### src/rtl/serial_right_shifter.sv
// Multi-cycle logical right shifter: one bit per clock, done pulse on completion.
// Define SHIFTER_STICKY_BIT_EN to add the sticky output (OR of all bits shifted out).
module serial_right_shifter #(
  parameter int unsigned DATA_WIDTH = 32
) (
  input  logic                  clk,
  input  logic                  rst_n,
  input  logic                  start,
  input  logic [DATA_WIDTH-1:0] data_in,
  input  logic [4:0]            shift_amt,
  output logic                  busy,
  output logic                  done,
  output logic [DATA_WIDTH-1:0] data_out,
  output logic [4:0]            shift_count
`ifdef SHIFTER_STICKY_BIT_EN
  ,
  output logic                  sticky
`endif
);

  localparam logic [1:0] ST_IDLE  = 2'd0;
  localparam logic [1:0] ST_SHIFT = 2'd1;
  localparam logic [1:0] ST_DONE  = 2'd2;

  logic [1:0]            state_q;
  logic [DATA_WIDTH-1:0] data_q;
  logic [4:0]            amt_q;
  logic [4:0]            count_q;
  logic                  more;

  // count_q only increments while below amt_q (<= 31), so it cannot wrap
  assign more = (count_q < amt_q);

  always_ff @(posedge clk or negedge rst_n) begin
    if (!rst_n) begin
      state_q <= ST_IDLE;
      data_q  <= '0;
      amt_q   <= '0;
      count_q <= '0;
    end else begin
      case (state_q)
        ST_IDLE: begin
          if (start) begin
            data_q  <= data_in;
            amt_q   <= shift_amt;
            count_q <= '0;
            state_q <= ST_SHIFT;
          end
        end
        ST_SHIFT: begin
          if (more) begin
            data_q  <= {1'b0, data_q[DATA_WIDTH-1:1]};
            count_q <= count_q + 5'd1;
          end else begin
            state_q <= ST_DONE;
          end
        end
        ST_DONE: state_q <= ST_IDLE;
        default: state_q <= ST_IDLE;
      endcase
    end
  end

`ifdef SHIFTER_STICKY_BIT_EN
  logic sticky_q;

  always_ff @(posedge clk or negedge rst_n) begin
    if (!rst_n) begin
      sticky_q <= 1'b0;
    end else if (state_q == ST_IDLE && start) begin
      sticky_q <= 1'b0;
    end else if (state_q == ST_SHIFT && more) begin
      sticky_q <= sticky_q | data_q[0];
    end
  end

  assign sticky = sticky_q;
`endif

  assign busy        = (state_q == ST_SHIFT) || (state_q == ST_DONE);
  assign done        = (state_q == ST_DONE);
  assign data_out    = data_q;
  assign shift_count = count_q;

endmodule

### config.mk
export PLATFORM = sky130hd
export DESIGN_NAME = serial_right_shifter
export DESIGN_NICKNAME = d
export VERILOG_FILES = /design/src/rtl/serial_right_shifter.sv
export SDC_FILE = /design/constraint.sdc
export NUM_CORES = 1
export LEC_CHECK = 0
export BUFFER_PORTS_ARGS = -buffer_cell sky130_fd_sc_hd__buf_2
export CAP_MARGIN = 20
export CORE_ASPECT_RATIO = 1.2
export CORE_MARGIN = 1
export CORE_UTILIZATION = 49
export DETAILED_ROUTE_END_ITERATION = 8
export GPL_TIMING_DRIVEN = 0
export HOLD_SLACK_MARGIN = 0.15
export PLACE_DENSITY = 0.83
export SLEW_MARGIN = 20
export SYNTH_ARGS = -nofsm -noshare
export SYNTH_HDL_FRONTEND = slang
export SYNTH_SLANG_ARGS = --single-unit
### constraint.sdc
create_clock -name clk -period 2 [get_ports clk]
set_input_delay 0.1 -clock clk [delete_from_list [all_inputs] [get_ports clk]]
set_output_delay 0.1 -clock clk [all_outputs]
set_load 0.005 [all_outputs]
==> results of run 1 <==
area by class of cell:
| cell class | count | area [sq um] |
|---|---|---|
| multi-input combinational | 144 | 967 |
| clock inverter | 2 | 35.0 |
| clock buffer | 6 | 72.6 |
| sequential | 44 | 1100 |
| buffer | 12 | 85.1 |
| timing repair buffer | 117 | 778 |
| fill | 322 | 1120 |
| tap | 56 | 70.1 |
| inverter | 7 | 26.3 |
report_power, final:
group          leakage, nW  internal, mW  switching (mW)
registers            0.548          1.33           0.308
logic                 1.02          1.27            1.43
clock network       0.0552         0.371           0.292
stage by stage:
stage	instance area (sq um)	std cells
finish	3140	388
global route	3140	388
CTS	3100	386
detailed placement	2620	341
global placement	2620	341
floorplan	2160	207
metal layers:
layer | vias up | routed length (um) | global-route usage
li1 | 960 | - | -
met1 | 941 | 2270 | 0.291
met3 | 10 | 249 | 0.0455
met5 | - | 0 | 0
met4 | 0 | 89 | 0.0982
met2 | 62 | 2740 | 0.448
repair_timing:
item | 4_1_cts | 5_1_grt
hold buffers | 37 | 0
endpoints found under the setup margin | 0 | 36
resized for setup | 0 | 18
endpoints found under the hold margin | 80 | 0
setup buffers | 0 | 2
tightest hold or removal path, cell delays in order:
cell and delay (ns):
buf_2 0.08, mux2i_1 0.05, o21ai_0 0.16
logic make-up (layout without fill, tap and decap cells):
family,count (synthesis),after routing,share of synthesized area
AND/OR/NAND/NOR,51,51,0.0949
AO/OA/AOI/OAI,45,45,0.113
flip-flops,44,44,0.509
multiplexers,39,39,0.185
buffers and inverters,19,144,0.0451
adder cells (fa/ha/maj),9,9,0.0521
cells in the mapped netlist:
cell type / number / share of area
a21oi_1: 3 / 0.0069
a31oi_1: 1 / 0.0029
a41o_1: 1 / 0.0046
buf_2: 8 / 0.019
buf_6: 2 / 0.010
clkbuf_1: 1 / 0.0017
clkbuf_2: 1 / 0.0023
dfrtp_1: 44 / 0.51
ha_1: 9 / 0.052
inv_1: 7 / 0.012
mux2_1: 1 / 0.0052
mux2_2: 7 / 0.036
mux2i_1: 31 / 0.14
nand2_1: 41 / 0.071
nand2b_1: 1 / 0.0029
nand3_1: 3 / 0.0069
nor2_1: 2 / 0.0035
nor2b_1: 2 / 0.0058
nor3_1: 2 / 0.0046
o21ai_0: 34 / 0.079
o21ai_1: 2 / 0.0046
o22a_1: 3 / 0.012
o31ai_1: 1 / 0.0035
worst min path at each step:
stage,startpoint,to,slack (ns),cells after the start
2_1_floorplan,rst_n,amt_q[0],-0.20,0
3_3_place_gp,rst_n,data_out[15],0.31,1
3_5_place_dp,rst_n,data_out[15],0.32,1
4_1_cts,data_in[8],data_out[8],0.16,3
5_1_grt,data_in[8],data_out[8],0.16,3
6_report,data_in[8],data_out[8],0.13,3
cells in the final DEF, fill, tap and decap left out, types with 7 or more instances in the layout:
master / synthesis / final
mux2i_1: 31 / 31
dlygate4sd3_1: 0 / 37
o21ai_0: 34 / 29
nand2_1: 41 / 41
dfrtp_1: 44 / 43
o21ai_1: 2 / 7
inv_1: 7 / 7
mux2_2: 7 / 7
ha_1: 9 / 9
buf_2: 8 / 81
registers in the layout (all words and copies together) (netlist names):
signal / flops
amt_q: 5
data_out: 32
shift_count: 5
state_q: 2
==> reports/results.tsv, run 1 <==
metric	value	unit
dp.final_hpwl	3340	um
vias	1973	
timing.critical_path.to	data_out[9]	
slew-limit-headroom	0.616	
num_rows	26	
start_util	0.507	
worst_slack	0.111	ns
end_kind	register	
ant_nets	0	
fp.dieW	62.6	um
first_global_vias	2009	
power.total	4.99	mW
worst_r2r_endpoint	data_out[9]	
fin_tns_setup	0	ns
antenna-diode-count	0	
cp_num_cells	8	
p_leak	1.62	nW
ir_drop	0.796	mV
r2r.worst_path.cells	8	
cts_inserted_buffers	5	
post_synth_num_cell_types	23	
drtPass1Iterations	7	
p_per_area	1590	mW/mm^2
grt_overflow	0	
min_path_type	primary input to register	
die-area	0.00468	sq mm
fin_nets	380	
maxSlewViolCount	0	
cts.clk_slew.worst_paths	0.08	ns
clkLatencyLatePin	0.29	ns
clockBufferDepth	2	
synth_seq_area_share	0.509	
whs	0.133	ns
wl_per_cell	13.8	um
place.gp.congestion	0.801	
layout-drive-gt1-share	0.325	
critical_path_class	register to register	
setup_viol	0	
crit_fanout	10	
worst_pin_slew	0.575	ns
finalHoldViolations	0	
worst-path-buf-inv	2	
r2r_setup_slack	0.11	ns
place_ws	0.0352	ns
max_stage_delay	0.43	ns
drtIter0Drc	85	
crit_chain	ha_1, a21oi_1, o21ai_1, a41o_1, buf_6, clkbuf_4, nand2_1, o21ai_0	
synth-seq-cells	44	
r2r-start	shift_count[2]	
arrival	2.06	ns
syn_avg_cell_area	10.4	sq um
finClkSkew	0.00665	ns
viasPerCell	5.09	
fin_crit	1.89	ns
syn_to_final_growth	45.1	%
syn_inst	207	
fin_util	0.736	
die_h	74.8	um
fin_crit_sh	0.944	
grt_usage	0.246	
io_buffers	78	
cp_slowest_cell	dfrtp_2	
critPathRequiredTime	2.17	ns
cts.sink_count	44	
fmax	529	MHz
start_kind	register	
num_io_pins	79	
setup.worst_path.start	shift_count[2]	
coreArea	0.00426	sq mm
maxCapViolations	0	
yosysWarnings	0	
root_buffer	clkbuf_8	
drc_errors	0	
cts_tree	done	
netlist_area	0.00216	sq mm
drt_wl_total	5340	um
synth_nets	256	
grt_max_degree	45	
htreeDepth	2	
status	finished, final reports clean	
grt_pass1_wl	8910	um
critPathTopFamily	compound AO/OA/AOI/OAI gates	
antenna_found_initial	0	
(Power assumes the default switching activity.)
==> run 2, diff against run 1 <==
--- a/config.mk
+++ b/config.mk
@@ -5,15 +5,16 @@
 export SDC_FILE = /design/constraint.sdc
 export NUM_CORES = 1
 export LEC_CHECK = 0
+export ABC_AREA = 1
 export BUFFER_PORTS_ARGS = -buffer_cell sky130_fd_sc_hd__buf_2
 export CAP_MARGIN = 20
 export CORE_ASPECT_RATIO = 1.2
 export CORE_MARGIN = 1
-export CORE_UTILIZATION = 49
+export CORE_UTILIZATION = 51
 export DETAILED_ROUTE_END_ITERATION = 8
 export GPL_TIMING_DRIVEN = 0
 export HOLD_SLACK_MARGIN = 0.15
-export PLACE_DENSITY = 0.83
+export PLACE_DENSITY = 0.8
 export SLEW_MARGIN = 20
 export SYNTH_ARGS = -nofsm -noshare
 export SYNTH_HDL_FRONTEND = slang
==> reports/results.tsv, run 2 <==
metric	value	unit	change
largest_register_ffs	32		unchanged
ys_top_cells_by_area	dfrtp_1 (43%), nand2_1 (28%), nand3_2 (8.3%)		was dfrtp_1 (51%), mux2i_1 (14%), o21ai_0 (7.9%)
first_global_vias	2408		was 2009
post-cts-setup-buffers	0		unchanged
cts_tree	done		unchanged
die_h	79.4	um	was 74.8 um
final_common_cell	nand2_1		was buf_2
clkLatencyLatePin	0.30	ns	was 0.29 ns
ys.flop_type	dfrtp_1		unchanged
synth_edf_count	0		unchanged
rsz0062_at_grt	false		
maxCapViolations	0		unchanged
fin_tns_setup	0	ns	unchanged
vias	2571		was 1973
worst-path-buf-inv	1		was 2
finClkSkew	0.00662	ns	was 0.00665 ns
arrival	2.00	ns	was 2.06 ns
layout-drive-gt1-share	0.278		was 0.325
die-area	0.00528	sq mm	was 0.00468 sq mm
synth_nets	388		was 256
viasPerCell	4.96		was 5.09
wl_per_cell	12.2	um	was 13.8 um
slew-limit-headroom	0.614		was 0.616
synth_seq_area_share	0.432		was 0.509
min_path_type	primary input to register		unchanged
finalHoldViolations	0		unchanged
layout_common_cells	nand2_1 (187), buf_2 (86), dfrtp_1 (44), dlygate4sd3_1 (35), nand3_2 (21)		was buf_2 (81), dfrtp_1 (43), nand2_1 (41), dlygate4sd3_1 (37), mux2i_1 (31)
setup_viol	0		unchanged
start_kind	register		unchanged
ys_async_sr_fraction	1.00		unchanged
synth-seq-cells	44		unchanged
maxSlewViolCount	0		unchanged
num_rows	27		was 26
crit_chain	ha_1, nand2_1, nor2_1, nand2_1, nand3_2, nand2_4, nand2_4, buf_2, nand2_1, nand2_1		was ha_1, a21oi_1, o21ai_1, a41o_1, buf_6, clkbuf_4, nand2_1, o21ai_0
drtIter0Drc	124		was 85
grt_overflow	0		unchanged
yosysTopAreaCell	dfrtp_1		unchanged
worst_pin_slew	0.579	ns	was 0.575 ns
ant_nets	0		unchanged
crit_fanout	10		unchanged
critPathTopFamily	simple AND/OR/NAND/NOR gates		was compound AO/OA/AOI/OAI gates
critPathRequiredTime	2.24	ns	was 2.17 ns
cts_inserted_buffers	5		unchanged
syn_inst	339		was 207
grt_max_degree	45		unchanged
cts.sink_count	44		unchanged
post_synth_num_cell_types	19		was 23
coreArea	0.00470	sq mm	was 0.00426 sq mm
start_util	0.542		was 0.507
critical_path_class	register to register		unchanged
ir_drop	0.898	mV	was 0.796 mV
synth_most_common_cell	nand2_1		was dfrtp_1
io_buffers	78		unchanged
grt_usage	0.260		was 0.246
place.gp.congestion	0.734		was 0.801
antenna-diode-count	0		unchanged
drt_wl_total	6330	um	was 5340 um
synth_common_cells	nand2_1 (187), dfrtp_1 (44), nand3_2 (21)		was dfrtp_1 (44), nand2_1 (41), o21ai_0 (34)
drc_errors	0		unchanged
syn_avg_cell_area	7.51	sq um	was 10.4 sq um
end_kind	register		unchanged
syn_to_final_growth	37.0	%	was 45.1%
fmax	566	MHz	was 529 MHz
p_leak	2.04	nW	was 1.62 nW
grt_pass1_wl	10500	um	was 8910 um
status	finished, final reports clean		unchanged
netlist_area	0.00255	sq mm	was 0.00216 sq mm
dp.final_hpwl	4030	um	was 3340 um
max_stage_delay	0.42	ns	was 0.43 ns
htreeDepth	2		unchanged
synth_top_area_share	0.432		was 0.509
fin_crit_sh	0.883		was 0.944
clockBufferDepth	2		unchanged
place_ws	0.242	ns	was 0.0352 ns
regArea	0.00110	sq mm	about the same
fin_crit	1.77	ns	was 1.89 ns
num_io_pins	79		unchanged
fillCellCount	376		was 322
crit_path_frequent_cell	nand2_1		
drtPass1Iterations	4		was 7
fin_nets	508		was 380
yosysWarnings	0		unchanged
multiInputGateArea	0.00124	sq mm	was 967 sq um
post_cts_resize_count	0		unchanged
root_buffer	clkbuf_8		unchanged
fp.dieW	66.5	um	was 62.6 um
cp_slowest_cell	dfrtp_1		was dfrtp_2
antenna_found_initial	0		unchanged
cts.clk_slew.worst_paths	0.08	ns	about the same
worst_slack	0.235	ns	was 0.111 ns
p_per_area	1510	mW/mm^2	was 1590 mW/mm^2
run 2: changes by cell type after synthesis, moves of 6 or more:
| cell | before | now |
|---|---|---|
| inv_1 | 7 | 16 |
| nand3_1 | 3 | 20 |
| nand3_2 | 0 | 21 |
| nor2_1 | 2 | 12 |
| nand2_1 | 41 | 187 |
| mux2i_1 | 31 | 0 |
| o21ai_0 | 34 | 2 |
| mux2_2 | 7 | 1 |
run 2: final timing paths:
path                                 to            from  cells past startpoint  slack, ns
max in group asynchronous  data_out[15]           rst_n                      2       1.25
min                        data_out[14]     data_in[14]                      5       0.16
min in group asynchronous  data_out[27]           rst_n                      2       0.35
max                         data_out[7]  shift_count[4]                     10       0.23
min reg2reg                 data_out[0]     data_out[0]                      2       0.50
max reg2reg                 data_out[7]  shift_count[4]                     10       0.23
run 2: repair_timing:
item,in CTS,in global routing
endpoints found under the hold margin,78,0
endpoints found under the setup margin,0,0
hold buffers,35,0
run 2: logic make-up after synthesis:
kind of cell | count (synthesis) | synth area share
buf+inv | 35 | 0.0786
flops | 44 | 0.432
simple gates | 243 | 0.427
compound gates | 7 | 0.0138
fa+ha+maj | 9 | 0.0442
mux | 1 | 0.00442
run 2: worst min-delay path, delay by kind of cell:
kind | cells | cell delay [ns]
buffers and inverters | 1 | 0.07
AND/OR/NAND/NOR | 4 | 0.25
run 2: routing by layer:
layer | vias to the layer above | GRT usage | share of wire
li1 | 1284 | - | -
met1 | 1222 | 0.319 | 0.44
met2 | 58 | 0.454 | 0.52
met3 | 7 | 0.0514 | 0.034
met4 | 0 | 0.0787 | 0.0082
met5 | - | 0 | 0
run 2: power breakdown:
group          internal, mW  switching (mW)  leakage (nW)
logic                  1.19            1.74          1.43
registers              1.30           0.284         0.550
clock network         0.441           0.306        0.0645
total                  2.93            2.33          2.04
run 2: layout make-up:
| class | count | area share |
|---|---|---|
| Buffer | 18 | 0.0391 |
| Clock buffer | 7 | 0.0276 |
| Clock inverter | 1 | 0.00861 |
| Inverter | 17 | 0.0183 |
| Multi-Input combinational cell | 260 | 0.357 |
| Sequential cell | 44 | 0.316 |
| Tap cell | 58 | 0.0208 |
| Timing Repair Buffer | 113 | 0.213 |
run 2: stage by stage:
stage	util	hold slack [ns]	area (sq um)	total power [mW]	instances
after floorplan	-	-0.196	2550	3.58	339
after global placement	0.641	0.314	3010	4.38	475
after detailed placement	0.641	0.323	3010	4.46	475
after CTS	0.742	0.155	3490	5.27	518
after global routing	0.743	0.160	3490	5.74	518
final	0.743	0.158	3490	5.27	518
==> run 3, diff against run 2 <==
--- a/config.mk
+++ b/config.mk
@@ -14,7 +14,7 @@
 export DETAILED_ROUTE_END_ITERATION = 8
 export GPL_TIMING_DRIVEN = 0
 export HOLD_SLACK_MARGIN = 0.15
-export PLACE_DENSITY = 0.8
+export PLACE_DENSITY = 0.78
 export SLEW_MARGIN = 20
 export SYNTH_ARGS = -nofsm -noshare
 export SYNTH_HDL_FRONTEND = slang
==> reports/results.tsv, run 3 (same netlist as run 2, synthesis figures left out) <==
metric	value	unit	change
status	finished, final reports clean		unchanged
hold_depth	5		unchanged
worst_r2r_endpoint	shift_count[3]		was data_out[7]
fin_tns_setup	0	ns	unchanged
p_per_area	1470	mW/mm^2	was 1510 mW/mm^2
io_buffers	78		unchanged
first_global_vias	2332		was 2408
start_util	0.542		unchanged
critPathRequiredTime	2.18	ns	was 2.24 ns
num_rows	27		unchanged
drtIter0Drc	152		was 124
crit_fanout	10		unchanged
place.gp.congestion	0.751		was 0.734
htreeDepth	2		unchanged
grt_pass1_wl	10200	um	was 10500 um
whs	0.161	ns	was 0.158 ns
drtPass1Iterations	4		unchanged
fillCellCount	377		was 376
r2r.worst_path.cells	10		unchanged
layout_common_cells	nand2_1 (187), buf_2 (87), dfrtp_1 (44), dlygate4sd3_1 (32), nand3_2 (21)		was nand2_1 (187), buf_2 (86), dfrtp_1 (44), dlygate4sd3_1 (35), nand3_2 (21)
wl_per_cell	11.6	um	was 12.2 um
setup_viol	0		unchanged
fin_cells	514		was 518
die-area	0.00528	sq mm	unchanged
num_io_pins	79		unchanged
clkLatencyLatePin	0.29	ns	was 0.30 ns
clockBufferDepth	2		unchanged
fin_util	0.730		was 0.743
maxCapViolations	0		unchanged
root_buffer	clkbuf_8		unchanged
antenna-diode-count	0		unchanged
fp.dieW	66.5	um	unchanged
fmax	582	MHz	was 566 MHz
p_leak	2.01	nW	was 2.04 nW
die_h	79.4	um	unchanged
cts_inserted_buffers	5		unchanged
syn_to_final_growth	34.5	%	was 37.0%
viasPerCell	4.82		was 4.96
drc_errors	0		unchanged
ir_drop	0.914	mV	was 0.898 mV
largest_register_ffs	32		unchanged
grt_overflow	0		unchanged
slew-limit-headroom	0.354		was 0.614
coreArea	0.00470	sq mm	unchanged
fin_crit	1.72	ns	was 1.77 ns
dp_cells	475		unchanged
drt_wl_total	5980	um	was 6330 um
holdPathEnd	data_out[25]		was data_out[14]
worst_slack	0.282	ns	was 0.235 ns
final_common_cell	nand2_1		unchanged
grt_usage	0.253		was 0.260
arrival	1.90	ns	was 2.00 ns
fin_nets	505		was 508
maxSlewViolCount	0		unchanged
r2r-start	shift_count[2]		was shift_count[4]
dp.final_hpwl	3900	um	was 4030 um
critical_path_class	register to register		unchanged
fin_crit_sh	0.859		was 0.883
grt_max_degree	45		unchanged
hold_start	data_in[25]		was data_in[14]
place_ws	0.294	ns	was 0.242 ns
layout-drive-gt1-share	0.279		was 0.278
finalHoldViolations	0		unchanged
start_kind	register		unchanged
worst_pin_slew	0.969	ns	was 0.579 ns
antenna_found_initial	0		unchanged
vias	2480		was 2571
ant_nets	0		unchanged
cts.sink_count	44		unchanged
end_kind	register		unchanged
cts_tree	done		unchanged
cts.clk_slew.worst_paths	0.08	ns	about the same
finClkSkew	0.00277	ns	was 0.00662 ns
rsz0062_at_grt	false		unchanged
min_path_type	primary input to register		unchanged
r2r_setup_slack	0.28	ns	was 0.23 ns
==> run 3: changes by cell type in the layout (fill, tap and decap cells not counted) <==
| cell | previous run | this run |
|---|---|---|
| bufinv_16 | 1 | 0 |
| buf_4 | 4 | 3 |
| buf_2 | 86 | 87 |
| dlygate4sd3_1 | 35 | 32 |
==> run 3: power breakdown <==
part           switching, mW  total, mW  internal, mW  leakage, nW
registers              0.277       1.58          1.30        0.550
logic                   1.69       2.87          1.19         1.41
clock network          0.284      0.592         0.308       0.0503
total                   2.25       5.04          2.79         2.01
==> run 3: worst max-delay path by stage <==
stage,startpoint,to,slack (ns),depth (start not counted)
CTS,shift_count[2],shift_count[3],0.27,10
detailed placement,shift_count[2],shift_count[3],0.29,10
global placement,shift_count[4],data_out[13],0.30,10
finish,shift_count[2],shift_count[3],0.28,10
global route,state_q[1],data_out[12],0.08,8
floorplan,shift_count[2],shift_count[2],0.45,10
==> run 3: what timing repair did <==
item | CTS | global route
setup endpoints to repair | 0 | 0
buffers inserted | 0 | 0
gates resized for setup | 0 | 0
endpoints found under the hold margin | 75 | 0
hold buffers | 32 | 0
==> run 3: final cells by class <==
cell class	instances	area (sq um)	share of cell area
multi-input cells	260	1240	0.363
flip-flops and latches	44	1100	0.321
repair buffers	110	711	0.207
plain buffers	18	136	0.0398
clock buffers	7	96.3	0.0281
well taps	58	72.6	0.0212
inverters	17	63.8	0.0186
==> run 3: metrics by stage <==
stage	power [mW]	instance area (sq um)
global placement	4.38	3010
finish	5.04	3430
detailed placement	4.44	3010
CTS	5.09	3430
floorplan	3.58	2550
global route	5.53	3430
==> run 3: critical path, cell delays in order, from the launching register on <==
cell and delay [ns]:
dfrtp_1 0.45, ha_1 0.33, nand2_1 0.07, nand2_1 0.05, nand2_1 0.07, nand3_2 0.12, nand2_4 0.10, nand2_4 0.09
buf_2 0.21, nand2_1 0.08, nand2_1 0.05
==> run 3: per-layer routing <==
metal	global-route usage	routed length, um	vias up
li1	-	-	1276
met1	0.320	2640	1116
met2	0.427	2940	78
met3	0.0414	310	10
met4	0.102	99	0
met5	0	0	-
